[config.mk]
export PLATFORM = sky130hd
export DESIGN_NAME = efpga_coproc_bridge
export DESIGN_NICKNAME = d
export VERILOG_FILES = /design/src/rtl/efpga_coproc_bridge.sv
export SDC_FILE = /design/constraint.sdc
export NUM_CORES = 1
export LEC_CHECK = 0
export ABC_AREA = 1
export CAP_MARGIN = 20
export CORE_ASPECT_RATIO = 1.5
export CORE_MARGIN = 1.5
export CORE_UTILIZATION = 34
export DETAILED_ROUTE_END_ITERATION = 7
export GPL_ROUTABILITY_DRIVEN = 0
export SLEW_MARGIN = 5
export SYNTH_ARGS = -nofsm -noshare
export SYNTH_HDL_FRONTEND = slang
export SYNTH_SLANG_ARGS = --single-unit
[constraint.sdc]
create_clock -name clk_i -period 1.8 [get_ports clk_i]
set_input_delay 0.18 -clock clk_i [delete_from_list [all_inputs] [get_ports clk_i]]
set_output_delay 0.18 -clock clk_i [all_outputs]
set_load 0.01 [all_outputs]
[src/rtl/efpga_coproc_bridge.sv]
`default_nettype none
// ============================================================================
// Module  : efpga_coproc_bridge
// Brief   : CPU-to-eFPGA coprocessor bridge. A req/gnt/rvalid register port
//           loads operands, operator code and delay. START strobes the fabric,
//           and the job completes on a fabric done pulse or after a fixed
//           delay, with an optional timeout. Results are captured and sticky
//           DONE/TIMEOUT flags drive a level interrupt.
// Revision: 1.0 - initial release
// ============================================================================
module efpga_coproc_bridge #(
    parameter int NUM_OPERANDS = 2,
    parameter int NUM_RESULTS  = 3,
    parameter int OP_W         = 2,
    parameter int DELAY_W      = 4,
    parameter int TIMEOUT_W    = 8
) (
    input  logic                      clk_i,
    input  logic                      reset,
    input  logic                      req_i,
    input  logic [5:0]                addr_i,
    input  logic                      we_i,
    input  logic [3:0]                be_i,
    input  logic [31:0]               wdata_i,
    output logic                      gnt_o,
    output logic                      rvalid_o,
    output logic [31:0]               rdata_o,
    output logic [NUM_OPERANDS*32-1:0] eFPGA_operand_o,
    input  logic [NUM_RESULTS*32-1:0] eFPGA_result_i,
    output logic                      eFPGA_write_strobe_o,
    input  logic                      eFPGA_fpga_done_i,
    output logic                      eFPGA_en_o,
    output logic [OP_W-1:0]           eFPGA_operator_o,
    output logic [DELAY_W-1:0]        eFPGA_delay_o,
    output logic                      irq_o
);

    // Wait counter must cover both the fixed delay and the timeout limit.
    localparam int c_cnt_w = (DELAY_W > TIMEOUT_W) ? DELAY_W : TIMEOUT_W;

    localparam logic [5:0] c_addr_ctrl   = 6'h00;
    localparam logic [5:0] c_addr_status = 6'h01;
    localparam logic [5:0] c_addr_tlimit = 6'h02;
    localparam logic [5:0] c_addr_opnd   = 6'h10;
    localparam logic [5:0] c_addr_res    = 6'h20;

    typedef enum logic [1:0] {
        S_IDLE   = 2'd0,
        S_STROBE = 2'd1,
        S_WAIT   = 2'd2
    } state_t;

    state_t                 r_state;
    logic                   r_rvalid;
    logic [31:0]            r_rdata;
    logic                   r_mode;
    logic                   r_irq_en;
    logic [OP_W-1:0]        r_operator;
    logic [DELAY_W-1:0]     r_delay;
    logic [TIMEOUT_W-1:0]   r_tlimit;
    logic [31:0]            r_operand [NUM_OPERANDS];
    logic [31:0]            r_result  [NUM_RESULTS];
    logic                   r_done;
    logic                   r_timeout;
    logic                   r_strobe;
    logic                   r_en;
    logic [c_cnt_w-1:0]     r_cnt;

    logic                   w_wr;
    logic                   w_rd;
    logic                   w_busy;
    logic                   w_wr_ctrl;
    logic                   w_wr_status;
    logic                   w_wr_tlimit;
    logic                   w_start;
    logic                   w_complete;
    logic                   w_tmo;
    logic [31:0]            w_bemask;
    logic [31:0]            w_ctrl_img;
    logic [31:0]            w_rdata;
    logic [OP_W-1:0]        w_operator_next;
    logic [DELAY_W-1:0]     w_delay_next;
    logic [TIMEOUT_W-1:0]   w_tlimit_next;
    logic [c_cnt_w-1:0]     w_delay_ext;
    logic [c_cnt_w-1:0]     w_tlimit_ext;
    logic [c_cnt_w-1:0]     w_delay_tgt;
    logic [c_cnt_w-1:0]     w_tlimit_tgt;

    // Every request is granted in the cycle it is presented.
    assign gnt_o    = req_i;
    assign rvalid_o = r_rvalid;
    assign rdata_o  = r_rdata;

    assign w_wr        = req_i & we_i;
    assign w_rd        = req_i & ~we_i;
    assign w_busy      = (r_state != S_IDLE);
    assign w_wr_ctrl   = w_wr & (addr_i == c_addr_ctrl);
    assign w_wr_status = w_wr & (addr_i == c_addr_status);
    assign w_wr_tlimit = w_wr & (addr_i == c_addr_tlimit);
    assign w_start     = w_wr_ctrl & be_i[0] & wdata_i[0] & ~w_busy;

    assign w_bemask = {{8{be_i[3]}}, {8{be_i[2]}}, {8{be_i[1]}}, {8{be_i[0]}}};

    // A zero delay behaves as a one-cycle delay; the counter starts at 0.
    assign w_delay_ext  = c_cnt_w'(r_delay);
    assign w_tlimit_ext = c_cnt_w'(r_tlimit);
    assign w_delay_tgt  = (r_delay == '0) ? '0 : (w_delay_ext - c_cnt_w'(1));
    assign w_tlimit_tgt = w_tlimit_ext - c_cnt_w'(1);

    // Fabric done is only honoured in wait-done mode; timeout loses to done.
    assign w_complete = (r_state == S_WAIT) &
                        (r_mode ? (r_cnt == w_delay_tgt) : eFPGA_fpga_done_i);
    assign w_tmo      = (r_state == S_WAIT) & ~r_mode & (r_tlimit != '0) &
                        (r_cnt == w_tlimit_tgt) & ~eFPGA_fpga_done_i;

    assign eFPGA_write_strobe_o = r_strobe;
    assign eFPGA_en_o           = r_en;
    assign eFPGA_operator_o     = r_operator;
    assign eFPGA_delay_o        = r_delay;
    assign irq_o                = r_irq_en & (r_done | r_timeout);

    generate
        for (genvar gi = 0; gi < NUM_OPERANDS; gi++) begin : g_operand_out
            assign eFPGA_operand_o[32*gi +: 32] = r_operand[gi];
        end
    endgenerate

    // Byte-masked next values for the narrow CTRL and TIMEOUT_LIMIT fields.
    always_comb begin
        w_operator_next = r_operator;
        w_delay_next    = r_delay;
        w_tlimit_next   = r_tlimit;
        for (int k = 0; k < OP_W; k++) begin
            if (w_bemask[8+k]) w_operator_next[k] = wdata_i[8+k];
        end
        for (int k = 0; k < DELAY_W; k++) begin
            if (w_bemask[16+k]) w_delay_next[k] = wdata_i[16+k];
        end
        for (int k = 0; k < TIMEOUT_W; k++) begin
            if (w_bemask[k]) w_tlimit_next[k] = wdata_i[k];
        end
    end

    // CTRL read image; START always reads back as 0.
    always_comb begin
        w_ctrl_img                = '0;
        w_ctrl_img[1]             = r_mode;
        w_ctrl_img[2]             = r_irq_en;
        w_ctrl_img[8 +: OP_W]     = r_operator;
        w_ctrl_img[16 +: DELAY_W] = r_delay;
    end

    // Read data mux; unmapped words return 0.
    always_comb begin
        w_rdata = '0;
        if (addr_i == c_addr_ctrl) begin
            w_rdata = w_ctrl_img;
        end else if (addr_i == c_addr_status) begin
            w_rdata = {29'd0, r_timeout, r_done, w_busy};
        end else if (addr_i == c_addr_tlimit) begin
            w_rdata = 32'(r_tlimit);
        end
        for (int i = 0; i < NUM_OPERANDS; i++) begin
            if (addr_i == (c_addr_opnd + 6'(i))) w_rdata = r_operand[i];
        end
        for (int j = 0; j < NUM_RESULTS; j++) begin
            if (addr_i == (c_addr_res + 6'(j))) w_rdata = r_result[j];
        end
    end

    // Bus response: one cycle after each accepted request, data only for reads.
    always_ff @(posedge clk_i or negedge reset) begin
        if (!reset) begin
            r_rvalid <= 1'b0;
            r_rdata  <= '0;
        end else begin
            r_rvalid <= req_i;
            r_rdata  <= w_rd ? w_rdata : '0;
        end
    end

    // Configuration and operand registers; CTRL and operands freeze while busy.
    always_ff @(posedge clk_i or negedge reset) begin
        if (!reset) begin
            r_mode     <= 1'b0;
            r_irq_en   <= 1'b0;
            r_operator <= '0;
            r_delay    <= '0;
            r_tlimit   <= '0;
            for (int i = 0; i < NUM_OPERANDS; i++) r_operand[i] <= '0;
        end else begin
            if (w_wr_ctrl && !w_busy) begin
                if (be_i[0]) begin
                    r_mode   <= wdata_i[1];
                    r_irq_en <= wdata_i[2];
                end
                r_operator <= w_operator_next;
                r_delay    <= w_delay_next;
            end
            if (w_wr_tlimit) r_tlimit <= w_tlimit_next;
            for (int i = 0; i < NUM_OPERANDS; i++) begin
                if (w_wr && !w_busy && (addr_i == (c_addr_opnd + 6'(i)))) begin
                    r_operand[i] <= (r_operand[i] & ~w_bemask) | (wdata_i & w_bemask);
                end
            end
        end
    end

    // Job sequencer with status flags and result capture; hardware sets
    // are written after the W1C clears so they take precedence.
    always_ff @(posedge clk_i or negedge reset) begin
        if (!reset) begin
            r_state   <= S_IDLE;
            r_strobe  <= 1'b0;
            r_en      <= 1'b0;
            r_cnt     <= '0;
            r_done    <= 1'b0;
            r_timeout <= 1'b0;
            for (int j = 0; j < NUM_RESULTS; j++) r_result[j] <= '0;
        end else begin
            r_strobe <= 1'b0;
            if (w_wr_status) begin
                if (wdata_i[1]) r_done    <= 1'b0;
                if (wdata_i[2]) r_timeout <= 1'b0;
            end
            case (r_state)
                S_IDLE: begin
                    if (w_start) begin
                        r_state   <= S_STROBE;
                        r_strobe  <= 1'b1;
                        r_en      <= 1'b1;
                        r_done    <= 1'b0;
                        r_timeout <= 1'b0;
                    end
                end
                S_STROBE: begin
                    r_state <= S_WAIT;
                    r_cnt   <= '0;
                end
                S_WAIT: begin
                    r_cnt <= r_cnt + c_cnt_w'(1);
                    if (w_complete) begin
                        r_state <= S_IDLE;
                        r_en    <= 1'b0;
                        r_done  <= 1'b1;
                        for (int j = 0; j < NUM_RESULTS; j++) begin
                            r_result[j] <= eFPGA_result_i[32*j +: 32];
                        end
                    end else if (w_tmo) begin
                        r_state   <= S_IDLE;
                        r_en      <= 1'b0;
                        r_timeout <= 1'b1;
                    end
                end
                default: begin
                    r_state <= S_IDLE;
                    r_en    <= 1'b0;
                end
            endcase
        end
    end

endmodule
`default_nettype wire

==> results.toml, run 1 <==
[clock_tree]
clk_path_buf_depth = 3
clkSlewWorstSetupHoldPaths_ns = 0.06
htreeDepth = 1
cts_sinks = 223
clk_latency_ns = 0.52
tritoncts = "built"
cts_inserted_buffers = 23
clockRootBuffer = "clkbuf_16"

[worst_hold_path]
min_path_type = "input pin to asynchronous set/reset pin"

[global_routing]
grt_start_max_net_pins = 64
grt_pass1_vias = 9814
grt_usage = 0.237
grt-ovfl-total = 0
grt_pass1_wl_um = 54300
antenna_found_initial = 1

[routing]
vias = 9849
drcViolationCount = 0
drt_first_iter_violations = 601
routed_wl_um = 36800
detail-route-antenna-nets = 0
wl_per_cell_um = 18.6
vias_per_cell = 4.97
firstDrtPassIters = 5

[worst_setup_path]
reg2regPathDepth = 11
cp_common_cell = "inv_2"
cp-end-kind = "flip-flop"
crit_type = "flip-flop to flip-flop"
cp.required_ns = 2.23
timing.rr.start = "r_state[1]"
cp_slowest_stage_delay_ns = 0.40
critPathSlowestCell = "dfrtp_1"
reg2reg_setup_slack_ns = -0.09
cp-start-kind = "flip-flop"
cp_cell_sequence = "inv_2 > ha_4 > inv_2 > nor4_4 > buf_4 > nand2_4 > nor2_4 > inv_2 > nor2_4 > a21oi_2 > nor3_2"
r2r_end = "r_cnt[7]"
crit_arrival_ns = 2.32
cp_max_fo = 3

[floorplan]
die_h_um = 213
dieArea_um2 = 30400
fp.coreArea_um2 = 28800
io_pins = 250
start_util = 0.346
row_count = 76
die_w_um = 143

[synthesis]
syn_nets = 1362
netlist-cell-type-count = 27
syn_inst = 1214
yosysSeqAreaShare = 0.560
avgSynthCellArea_um2 = 8.21
yosysMostFrequentCell = "nand2_1"
netlist_area_um2 = 9960
yosysWarnings = 0
synth-main-ff-cell = "dfrtp_1"
yosysTopAreaCell = "dfrtp_1"
synth_common_cells = "nand2_1, dfrtp_1, nand3_1"
ys_ff_latch = 223
synthDominantCellAreaShare = 0.560
synth_edf_count = 0
async_reset_ff_frac = 1.00
ys_top_cells_by_area = "dfrtp_1, nand2_1, nand3_1"

[sta]
final.setup.tns_ns = -0.438
timing.final.max_slew_violations = 0
slew_headroom = 0.626
setup_ws_ns = -0.0864
hold_viol = 0
tightest_slew_ns = 0.561
finalClockSkew_ns = 0.0190
rsz0062_at_grt = "yes"
fmax_mhz = 530
finalSetupViolCount = 23
fin_crit_ns = 1.89
fin_crit_sh = 1.05

[pwr]
p_leak_nw = 7.23
swShare = 0.306
p_seq_frac = 0.460
p_total_w = 0.0149
p_per_area_nw_per_um2 = 971
p_switching_w = 0.00456
p_int_w = 0.0104
p_comb_frac = 0.236
ir_worst_vdd_uv = 642
clockPowerShare = 0.305

[layout]
final_layout_size_suffix_gt1_frac = 0.166
syn_to_final_growth_pct = 54.2
design_area_um2 = 15400
nets = 1727
fin_cells = 1981

[place]
dp_cells = 1922
dpl.hpwl_um = 26900
portBuffers = 249
post-place-ws_ns = -0.327
dpl_cell_area_um2 = 14000

[run_status]
status = "finished, violations left"
violations = "setup timing"

[flow_run]
cap_viol_max_count = 0
## stage by stage
step                      hold WS, ns   util
after detailed placement        0.171  0.484
after global placement          0.181  0.484
final                           0.192  0.533
after CTS                       0.197  0.516
after floorplan                -0.116      -
after global routing            0.209  0.533
## area by class of cell
cell class                      count  area [µm²]
Inverter                           89         334
Multi-Input combinational cell    839        4150
Antenna cell                        1        2.50
Clock inverter                      7        63.8
Fill cell                        2663       13400
Sequential cell                   223        5580
Tap cell                          390         488
Clock buffer                       29         628
Timing Repair Buffer              403        4110
## cells in the final DEF, fill, tap and decap left out, drive strengths merged, types with 3 or more instances in the layout
cell type,count
a21oi,60
a22oi,10
a31oi,18
buf,150
clkbuf,33
clkdlybuf4s50,245
clkinv,6
dfrtp,223
ha,5
inv,89
nand2,397
nand3,147
nor2,42
nor3,3
nor4,3
o21ai,143
## critical path, delay by kind of cell (launching register included)
family | cells | cell delay (ns)
DFF | 1 | 0.40
and+or+nand+nor | 5 | 0.72
adders and majority gates | 1 | 0.27
AOI/OAI and AO/OA | 1 | 0.07
buffers and inverters | 4 | 0.34
## power groups by stage
stage,combinational [W],clock (W),sequential (W)
2_1_floorplan,0.00166,0,0.00669
3_3_place_gp,0.00304,0,0.00690
3_5_place_dp,0.00311,0,0.00691
4_1_cts,0.00325,0.00463,0.00683
5_1_grt,0.00398,0.00481,0.00696
6_report,0.00352,0.00455,0.00686
## kinds of logic (layout without fill, tap and decap cells)
family | after synthesis | count (layout) | share of synthesized area
flip-flops | 223 | 223 | 0.560
other | 0 | 1 | 0
adder cells (fa/ha/maj) | 5 | 5 | 0.00628
AO/OA/AOI/OAI | 238 | 238 | 0.127
XOR/XNOR | 2 | 2 | 0.00176
AND/OR/NAND/NOR | 594 | 594 | 0.246
buffers and inverters | 152 | 528 | 0.0595
## worst max path at each step
stage          depth (start not counted)            to              from
2_1_floorplan                          8  r_result[52]        r_state[0]
3_3_place_gp                          12   rdata_o[18]         addr_i[2]
3_5_place_dp                          12   rdata_o[18]         addr_i[3]
4_1_cts                               12  r_result[20]  eFPGA_delay_o[1]
5_1_grt                               11      r_cnt[7]        r_state[1]
6_report                              11      r_cnt[7]        r_state[1]
## timing repair
action                     in CTS  in global routing
resized for setup              31                 75
hold endpoints to repair       56                  0
cloned                          3                  5
pin swaps                       4                 31
setup endpoints to repair      94                155
setup buffers                   4                  9
hold buffers                    1                  0
## per-layer routing
| layer | global-route usage | vias up | part of all wire |
|---|---|---|---|
| met5 | 0 | - | 0.00030 |
| met4 | 0.115 | 2 | 0.051 |
| met3 | 0.0287 | 85 | 0.050 |
| met2 | 0.434 | 364 | 0.53 |
| met1 | 0.271 | 4686 | 0.37 |
| li1 | - | 4712 | - |
Power figures use the tool's default switching activity.
==> inputs of run 2 (changes only) <==
- CAP_MARGIN: 20 -> 0
==> results of run 2 <==
Final layout, timing and power as in run 1 (identical DEF).
